==> config.mk <==
export PLATFORM = sky130hd
export DESIGN_NAME = rr_arb2x4
export DESIGN_NICKNAME = d
export VERILOG_FILES = /design/src/rtl/rr_arb2x4_pkg.sv /design/src/rtl/rr_arb2x4_mux.sv /design/src/rtl/rr_arb2x4.sv
export SDC_FILE = /design/constraint.sdc
export NUM_CORES = 1
export LEC_CHECK = 0
export CAP_MARGIN = 20
export CORE_AREA = 2 2 39 41
export CTS_BUF_LIST = sky130_fd_sc_hd__clkbuf_8 sky130_fd_sc_hd__clkbuf_16
export DETAILED_ROUTE_END_ITERATION = 6
export DIE_AREA = 0 0 41 43
export GPL_ROUTABILITY_DRIVEN = 0
export PLACE_DENSITY = 0.62
export SKIP_CTS_REPAIR_TIMING = 1
export SYNTH_ARGS = -nofsm -noshare
export SYNTH_HDL_FRONTEND = slang
export SYNTH_SLANG_ARGS = --single-unit
==> constraint.sdc <==
create_clock -name CLK -period 2.4 [get_ports CLK]
set_input_delay 0.24 -clock CLK [delete_from_list [all_inputs] [get_ports CLK]]
set_output_delay 0.24 -clock CLK [all_outputs]
set_load 0.005 [all_outputs]
==> src/rtl/rr_arb2x4_pkg.sv <==
// Shared constants and types for the 2-input round-robin arbiter.
// Holds the data width and the source tag encoding.
package rr_arb2x4_pkg;

  localparam int unsigned W = 4;

  typedef enum logic {
    SRC_I0 = 1'b0,
    SRC_I1 = 1'b1
  } src_e;

endpackage

==> src/rtl/rr_arb2x4_mux.sv <==
// Mux2x4: 4-bit two-way data select used on the arbiter data path.
// Ports: I0/I1 data in, S select (1 picks I1), O selected data.
module Mux2x4
  import rr_arb2x4_pkg::*;
(
  input  logic [W-1:0] I0,
  input  logic [W-1:0] I1,
  input  logic         S,
  output logic [W-1:0] O
);

  assign O = S ? I1 : I0;

endmodule

==> src/rtl/rr_arb2x4.sv <==
// rr_arb2x4: round-robin arbiter of two 4-bit valid/ready sources into
// one registered output beat with its source tag.
// Ports: CLK, RESET (sync, active-high);
//   I0/I0_valid/I0_ready, I1/I1_valid/I1_ready: input sources;
//   O/O_src/O_valid/O_ready: registered output stream.
module rr_arb2x4
  import rr_arb2x4_pkg::*;
(
  input  logic         CLK,
  input  logic         RESET,
  input  logic [W-1:0] I0,
  input  logic         I0_valid,
  output logic         I0_ready,
  input  logic [W-1:0] I1,
  input  logic         I1_valid,
  output logic         I1_ready,
  output logic [W-1:0] O,
  output logic         O_src,
  output logic         O_valid,
  input  logic         O_ready
);

  logic [W-1:0] data_q, data_d;
  src_e         src_q, src_d;
  logic         valid_q, valid_d;
  src_e         last_q, last_d;

  logic         load;
  logic         sel;
  logic         in_xfer;
  logic [W-1:0] mux_o;

  // Output slot is free when empty or being drained this cycle.
  assign load = !valid_q | O_ready;

  // I1 wins if alone, or in contention when I0 had the last grant.
  assign sel = I1_valid & (!I0_valid | (last_q == SRC_I0));

  assign I0_ready = load & !sel & !RESET;
  assign I1_ready = load &  sel & !RESET;

  assign in_xfer = (I0_valid & I0_ready) | (I1_valid & I1_ready);

  Mux2x4 u_mux (
    .I0 (I0),
    .I1 (I1),
    .S  (sel),
    .O  (mux_o)
  );

  always_comb begin
    data_d  = data_q;
    src_d   = src_q;
    valid_d = valid_q;
    last_d  = last_q;
    if (in_xfer) begin
      data_d  = mux_o;
      src_d   = src_e'(sel);
      valid_d = 1'b1;
      last_d  = src_e'(sel);
    end else if (O_ready) begin
      valid_d = 1'b0;
    end
  end

  // Reset leaves last at I1 so I0 wins the first contention.
  always_ff @(posedge CLK) begin
    if (RESET) begin
      data_q  <= '0;
      src_q   <= SRC_I0;
      valid_q <= 1'b0;
      last_q  <= SRC_I1;
    end else begin
      data_q  <= data_d;
      src_q   <= src_d;
      valid_q <= valid_d;
      last_q  <= last_d;
    end
  end

  assign O       = data_q;
  assign O_src   = src_q;
  assign O_valid = valid_q;

endmodule

==> impl_metrics.ini, run 1 <==
[worst_setup_path]
critPathLaunchType = input pin
cp.required_ns = 2.16
crit_type = input pin to output port
crit_path_end_kind = output port
rrSetupSlack_ns = 1.35
reg2reg_depth = 3
path_max_fanout = 4
worst_ep_arrival_time_ns = 1.69

[sta]
finClkSkew_ns = 0.00129
finalCritPeriodShare_pct = 80.4
fin_ws_ns = 0.470
finalSetupTns_ns = 0
finalSetupViolCount = 0
min_period_ns = 1.93
rsz0062_at_grt = false
worst_pin_slew_ns = 0.336
max-slew-margin-rel_pct = 77.5
max_freq_mhz = 518
hold_viol = 0
final-max-slew-violation-count = 0

[clock_tree]
cts.clk_slew.worst_paths_ns = 0.04
cts_root_buf = clkbuf_8
cts_tree = built
cts_sinks = 7
numCtsBuffers = 3
htreeDepth = 1
clock_path_buffers = 2
clk_latency_ns = 0.22

[final_layout]
n_antenna_cell = 0
regArea_sq_um = 140
layout-drive-gt1-share_pct = 10.9
final_common_cell = clkdlybuf4s50_1
mostFrequentLayoutCells = 20 x clkdlybuf4s50_1, 8 x nor4_1, 7 x dfxtp_1
fin_area_sq_um = 597
syn2layout_area_growth_pct = 72.2
fill_cells = 147
layout.nets = 78
final_util_pct = 43.1
multiInputGateArea_sq_um = 188

[grt]
grt_overflow_total = 0
grt_usage_pct = 11.9
grt_start_max_net_pins = 13
antenna_found_initial = 0
grt_pass1_vias = 334
grt_pass1_wl_microns = 1440

[drt]
viasPerCell = 4.76
firstDrtPassIters = 4
routedWlPerCell_microns = 12.3
vias = 381
drtIter0Drc = 10
totalWireLength_microns = 984
drc = 0
final_antenna_net_count = 0

[synthesis]
synth_cells = 42
syn-num-nets = 55
ys_types = 16
syn-mean-instance-area_sq_um = 8.25
netlist_top_cells_area = dfxtp_1 40%, nor4_1 14%, a21oi_1 8.7%
yosysSeqAreaShare_pct = 40.4
synth-seq-cells = 7
yosys_warnings = 0
syn_area_sq_um = 347
synth_top_area_share_pct = 40.4
yosysTopAreaCell = dfxtp_1

[flow_run]
maxCapViolCount = 0

[power]
leakage_nw = 0.228
ir_drop_uv = 275
finalPower_w = 0.000376
pwr_density_cell_mw_per_mm2 = 630

[die]
die_h_microns = 43
core_area_sq_mm = 0.00138
num_rows = 14
ios = 21
initial_core_util_pct = 25.0
dieArea_sq_mm = 0.00176
die_x_microns = 41

[place]
numPortBuffers = 20
placed_area_sq_um = 552
dp_worst_setup_slack_ns = 0.483
place_hpwl_microns = 732

[worst_hold_path]
min-delay-path-class = register to register
hold_depth = 2

[run_status]
status = finished clean
[synth_stat cells]
library cell and number:
o21ai_0 2, a21oi_1 6, nor2b_4 1, a21boi_0 1, or2_2 1, inv_1 1, buf_6 1, nor4_1 8
a21bo_2 1, dfxtp_1 7, and2b_1 1, nor3_1 5, clkbuf_1 1, nand2_1 2, nor2_1 3, or2b_2 1
[flip-flops by register name (all words and copies together) (netlist names)]
| register | cells |
|---|---|
| O | 4 |
| O_src | 1 |
| O_valid | 1 |
| last_q | 1 |
[critical path, stage by stage]
cell and delay, ns:
clkdlybuf4s50_1 0.50, a21boi_0 0.25, nand2_1 0.10, nor2_1 0.09, clkdlybuf4s50_1 0.50
[metrics by stage]
stage | hold WS, ns | cells
CTS | 0.488 | 80
global route | 0.508 | 80
detailed placement | 0.478 | 76
finish | 0.485 | 80
floorplan | 0.455 | 42
global placement | 0.477 | 76
[where the power goes]
group | leakage (nW) | switching [W] | internal, W
Combinational | 0.143 | 0.0000303 | 0.0000502
Clock | 0.0269 | 0.0000521 | 0.000111
Sequential | 0.0584 | 0.00000534 | 0.000127
[kinds of logic (layout without fill, tap and decap cells)]
group / count (synthesis) / in the layout / synth area share [%]
AOI/OAI and AO/OA: 10 / 10 / 16.6
and+or+nand+nor: 22 / 22 / 37.5
buffers and inverters: 3 / 25 / 5.41
DFF: 7 / 7 / 40.4
[final cells by class]
cell class / count / area share, %
Sequential cell: 7 / 23.5
Clock buffer: 3 / 6.92
Multi-Input combinational cell: 32 / 31.4
Timing Repair Buffer: 20 / 33.5
Tap cell: 16 / 3.35
Inverter: 1 / 0.629
Clock inverter: 1 / 0.629
[final timing paths]
check	start	end
worst max register to register	O_valid	O[2]
worst max-delay path	I1_valid	I1_ready
worst min-delay path	O_src	O_src
worst min register to register	O_src	O_src
[routing by layer]
metal	global-route usage [%]	routed length, microns
met3	4.71	89
met2	18.4	427
met5	0	0
met4	2.00	0
met1	15.4	467
(Power assumes the default switching activity.)
==> run 2, diff against run 1 <==
- PLACE_DENSITY: 0.62 -> 0.64
- clock period: 2.4 -> 1.75 ns (I/O delays scaled with it)
==> impl_metrics.ini, run 2 (synthesis gave the netlist of run 1 again) <==
[clock_tree]
clk_latency_ns = 0.23
cts_sinks = 7
htreeDepth = 1
cts.clk_slew.worst_paths_ns = 0.04
cts_root_buf = clkbuf_8
numCtsBuffers = 3
clock_path_buffers = 2
cts_tree = built

[worst_setup_path]
r2r_start = O_valid
critPathLaunchType = input pin
critPathLaunch = I0_valid
reg2reg_depth = 4
r2r-end = O[0]
path_max_fanout = 2
rrSetupSlack_ns = 0.62
worst_ep_arrival_time_ns = 1.45
cp.required_ns = 1.57
crit_type = input pin to output port
crit_path_end_kind = output port

[die]
initial_core_util_pct = 25.0
die_x_microns = 41
ios = 21
die_h_microns = 43
num_rows = 14
dieArea_sq_mm = 0.00176
core_area_sq_mm = 0.00138

[drt]
totalWireLength_microns = 1060
final_antenna_net_count = 0
vias = 403
routedWlPerCell_microns = 12.6
firstDrtPassIters = 2
viasPerCell = 4.80
drc = 0
drtIter0Drc = 3

[sta]
max_freq_mhz = 615
finalSetupTns_ns = 0
final-max-slew-violation-count = 0
finClkSkew_ns = 0.000954
max-slew-margin-rel_pct = 83.1
finalCritPeriodShare_pct = 92.8
min_period_ns = 1.62
fin_ws_ns = 0.125
finalSetupViolCount = 0
worst_pin_slew_ns = 0.251
hold_viol = 0
rsz0062_at_grt = false

[final_layout]
mostFrequentLayoutCells = 18 x clkdlybuf4s50_1, 8 x nor4_1, 7 x dfxtp_1
syn2layout_area_growth_pct = 83.4
fill_cells = 140
final_common_cell = clkdlybuf4s50_1
n_antenna_cell = 0
layout-drive-gt1-share_pct = 17.6
multiInputGateArea_sq_um = 191
regArea_sq_um = 140
fin_area_sq_um = 636
layout.nets = 82
largest_reg_flops = 4
stdcell_count = 84

[worst_hold_path]
hold_depth = 4
hold_end = O_valid
min_from = I1_valid
min-delay-path-class = input pin to register

[power]
leakage_nw = 0.267
ir_drop_uv = 334
finalPower_w = 0.000525
pwr_density_cell_mw_per_mm2 = 826

[place]
place_hpwl_microns = 770
numPortBuffers = 20
placed_area_sq_um = 582
dp_worst_setup_slack_ns = -0.0523
place_inst = 80

[grt]
grt_start_max_net_pins = 12
grt_usage_pct = 13.5
grt_overflow_total = 0
antenna_found_initial = 0
grt_pass1_wl_microns = 1570
grt_pass1_vias = 386

[flow_run]
maxCapViolCount = 0

[run_status]
status = finished clean
## run 2: layout make-up
class | instances | area share, %
Sequential cell | 7 | 22.0
Inverter | 1 | 0.591
Multi-Input combinational cell | 32 | 30.1
Timing Repair Buffer | 24 | 37.0
Clock inverter | 1 | 0.591
Tap cell | 16 | 3.15
Clock buffer | 3 | 6.50
## run 2: metal layers
metal	wire length [microns]	track usage, %	vias up
li1	-	-	206
met2	472	19.7	17
met5	0	0	-
met4	15	8.00	0
met3	70	4.71	4
met1	496	16.1	176
## run 2: worst max-delay path by stage
stage	end	slack, ns	cells past startpoint
final	I1_ready	0.13	5
after global routing	I1_ready	0.06	5
after CTS	I1_ready	-0.06	5
after detailed placement	I1_ready	-0.05	5
after global placement	I1_ready	-0.03	5
after floorplan	O[0]	0.77	3
## run 2: power breakdown
part	switching (W)	internal [W]	total, W
clock	0.0000717	0.000152	0.000223
combinational	0.0000430	0.0000747	0.000118
sequential	0.00000869	0.000175	0.000184
total	0.000123	0.000401	0.000525
## run 2: stage by stage
stage / hold WS [ns] / utilization (%)
after floorplan: 0.390 / -
after global placement: 0.468 / 42.0
after detailed placement: 0.481 / 42.0
after CTS: 0.486 / 45.3
after global routing: 0.447 / 45.9
final: 0.397 / 45.9
## run 2: worst max-delay path, cell delays in order
cell and delay (ns):
clkdlybuf4s50_1 0.44, a21boi_2 0.16, nand2_1 0.08, nor2_1 0.09, clkdlybuf4s50_1 0.50
==> run 3, diff against run 2 <==
- PLACE_DENSITY: 0.64 -> 0.62
- clock period: 1.75 -> 1.77 ns (I/O delays scaled with it)
==> impl_metrics.ini, run 3 (synthesis gave the netlist of run 1 again) <==
[die]
core_area_sq_mm = 0.00138
dieArea_sq_mm = 0.00176
ios = 21
num_rows = 14
die_x_microns = 41
die_h_microns = 43
initial_core_util_pct = 25.0

[worst_setup_path]
critPathLaunchType = input pin
crit_type = input pin to output port
path_max_fanout = 2
worst_ep_arrival_time_ns = 1.53
r2r-end = O[3]
crit_path_end_kind = output port
rrSetupSlack_ns = 0.63
reg2reg_depth = 4
cp.required_ns = 1.59
r2r_start = O_valid

[sta]
worst_pin_slew_ns = 0.259
max-slew-margin-rel_pct = 82.5
fin_ws_ns = 0.0650
finalSetupViolCount = 0
max_freq_mhz = 587
hold_viol = 0
rsz0062_at_grt = false
finalCritPeriodShare_pct = 96.3
finClkSkew_ns = 0.00116
final-max-slew-violation-count = 0
min_period_ns = 1.71
finalSetupTns_ns = 0

[grt]
grt_overflow_total = 0
grt_usage_pct = 12.9
antenna_found_initial = 0
grt_pass1_wl_microns = 1520
grt_pass1_vias = 364
grt_start_max_net_pins = 12

[place]
placed_area_sq_um = 589
place_inst = 81
place_hpwl_microns = 711
dp_worst_setup_slack_ns = 0.00224
numPortBuffers = 20

[drt]
wl_met1_microns = 451
routed-wl-met3_microns = 91
firstDrtPassIters = 2
viasPerCell = 4.72
drc = 0
wl_met2_microns = 405
drtIter0Drc = 3
final_antenna_net_count = 0
vias = 401
totalWireLength_microns = 954
top_layer = met4
routedWlPerCell_microns = 11.2

[clock_tree]
numCtsBuffers = 3
cts_root_buf = clkbuf_8
cts_sinks = 7
clk_latency_ns = 0.22
cts.clk_slew.worst_paths_ns = 0.04
clock_path_buffers = 2
cts_tree = built
htreeDepth = 1

[final_layout]
largest_reg_flops = 4
fill_cells = 153
fin_area_sq_um = 638
layout.nets = 83
multiInputGateArea_sq_um = 191
layout-drive-gt1-share_pct = 18.8
syn2layout_area_growth_pct = 84.1
stdcell_count = 85
n_antenna_cell = 0
mostFrequentLayoutCells = 20 x clkdlybuf4s50_1, 8 x nor4_1, 7 x dfxtp_1
final_common_cell = clkdlybuf4s50_1
regArea_sq_um = 140

[worst_hold_path]
hold_depth = 2
min_from = O_src
min-delay-path-class = register to register
hold_end = O_src

[flow_run]
maxCapViolCount = 0

[power]
leakage_nw = 0.253
ir_drop_uv = 315
finalPower_w = 0.000515
pwr_density_cell_mw_per_mm2 = 807

[run_status]
status = finished clean
==> run 3: cell types whose count changed in the layout (fill, tap and decap cells not counted) <==
cell             delta
dlymetal6s2s_1      -2
clkdlybuf4s50_1     +2
buf_4               +1
==> run 3: how the worst max path moves through the flow <==
stage               end      from
5_1_grt        I1_ready   O_ready
2_1_floorplan      O[0]   O_valid
3_3_place_gp   I1_ready  I1_valid
4_1_cts        I1_ready  I1_valid
6_report       I1_ready   O_ready
3_5_place_dp   I1_ready  I1_valid
==> run 3: stage by stage <==
stage,hold slack (ns),utilization [%]
global placement,0.480,42.6
detailed placement,0.479,42.6
finish,0.477,46.1
floorplan,0.392,-
global route,0.505,46.1
CTS,0.486,45.8
==> run 3: critical path, cell delays in order <==
cell and delay (ns):
clkdlybuf4s50_1 0.45, or2b_2 0.33, nand2_1 0.09, nor2_1 0.04
clkdlybuf4s50_1 0.44
==> run 3: report_power, final <==
part | internal (W) | switching (W)
sequential | 0.000173 | 0.00000777
combinational | 0.0000759 | 0.0000423
clock | 0.000150 | 0.0000663
==> run 3: area by class of cell <==
cell class | count | share of cell area [%]
multi-input cells | 32 | 30.0
well taps | 16 | 3.14
repair buffers | 25 | 37.3
flip-flops and latches | 7 | 22.0
inverters | 1 | 0.588
clock inverters | 1 | 0.588
clock buffers | 3 | 6.47
==> run 3: per-layer routing <==
metal	vias up	track usage (%)
met5	-	0
met4	0	6.00
met3	2	5.24
met2	12	18.4
met1	178	16.1
li1	209	-
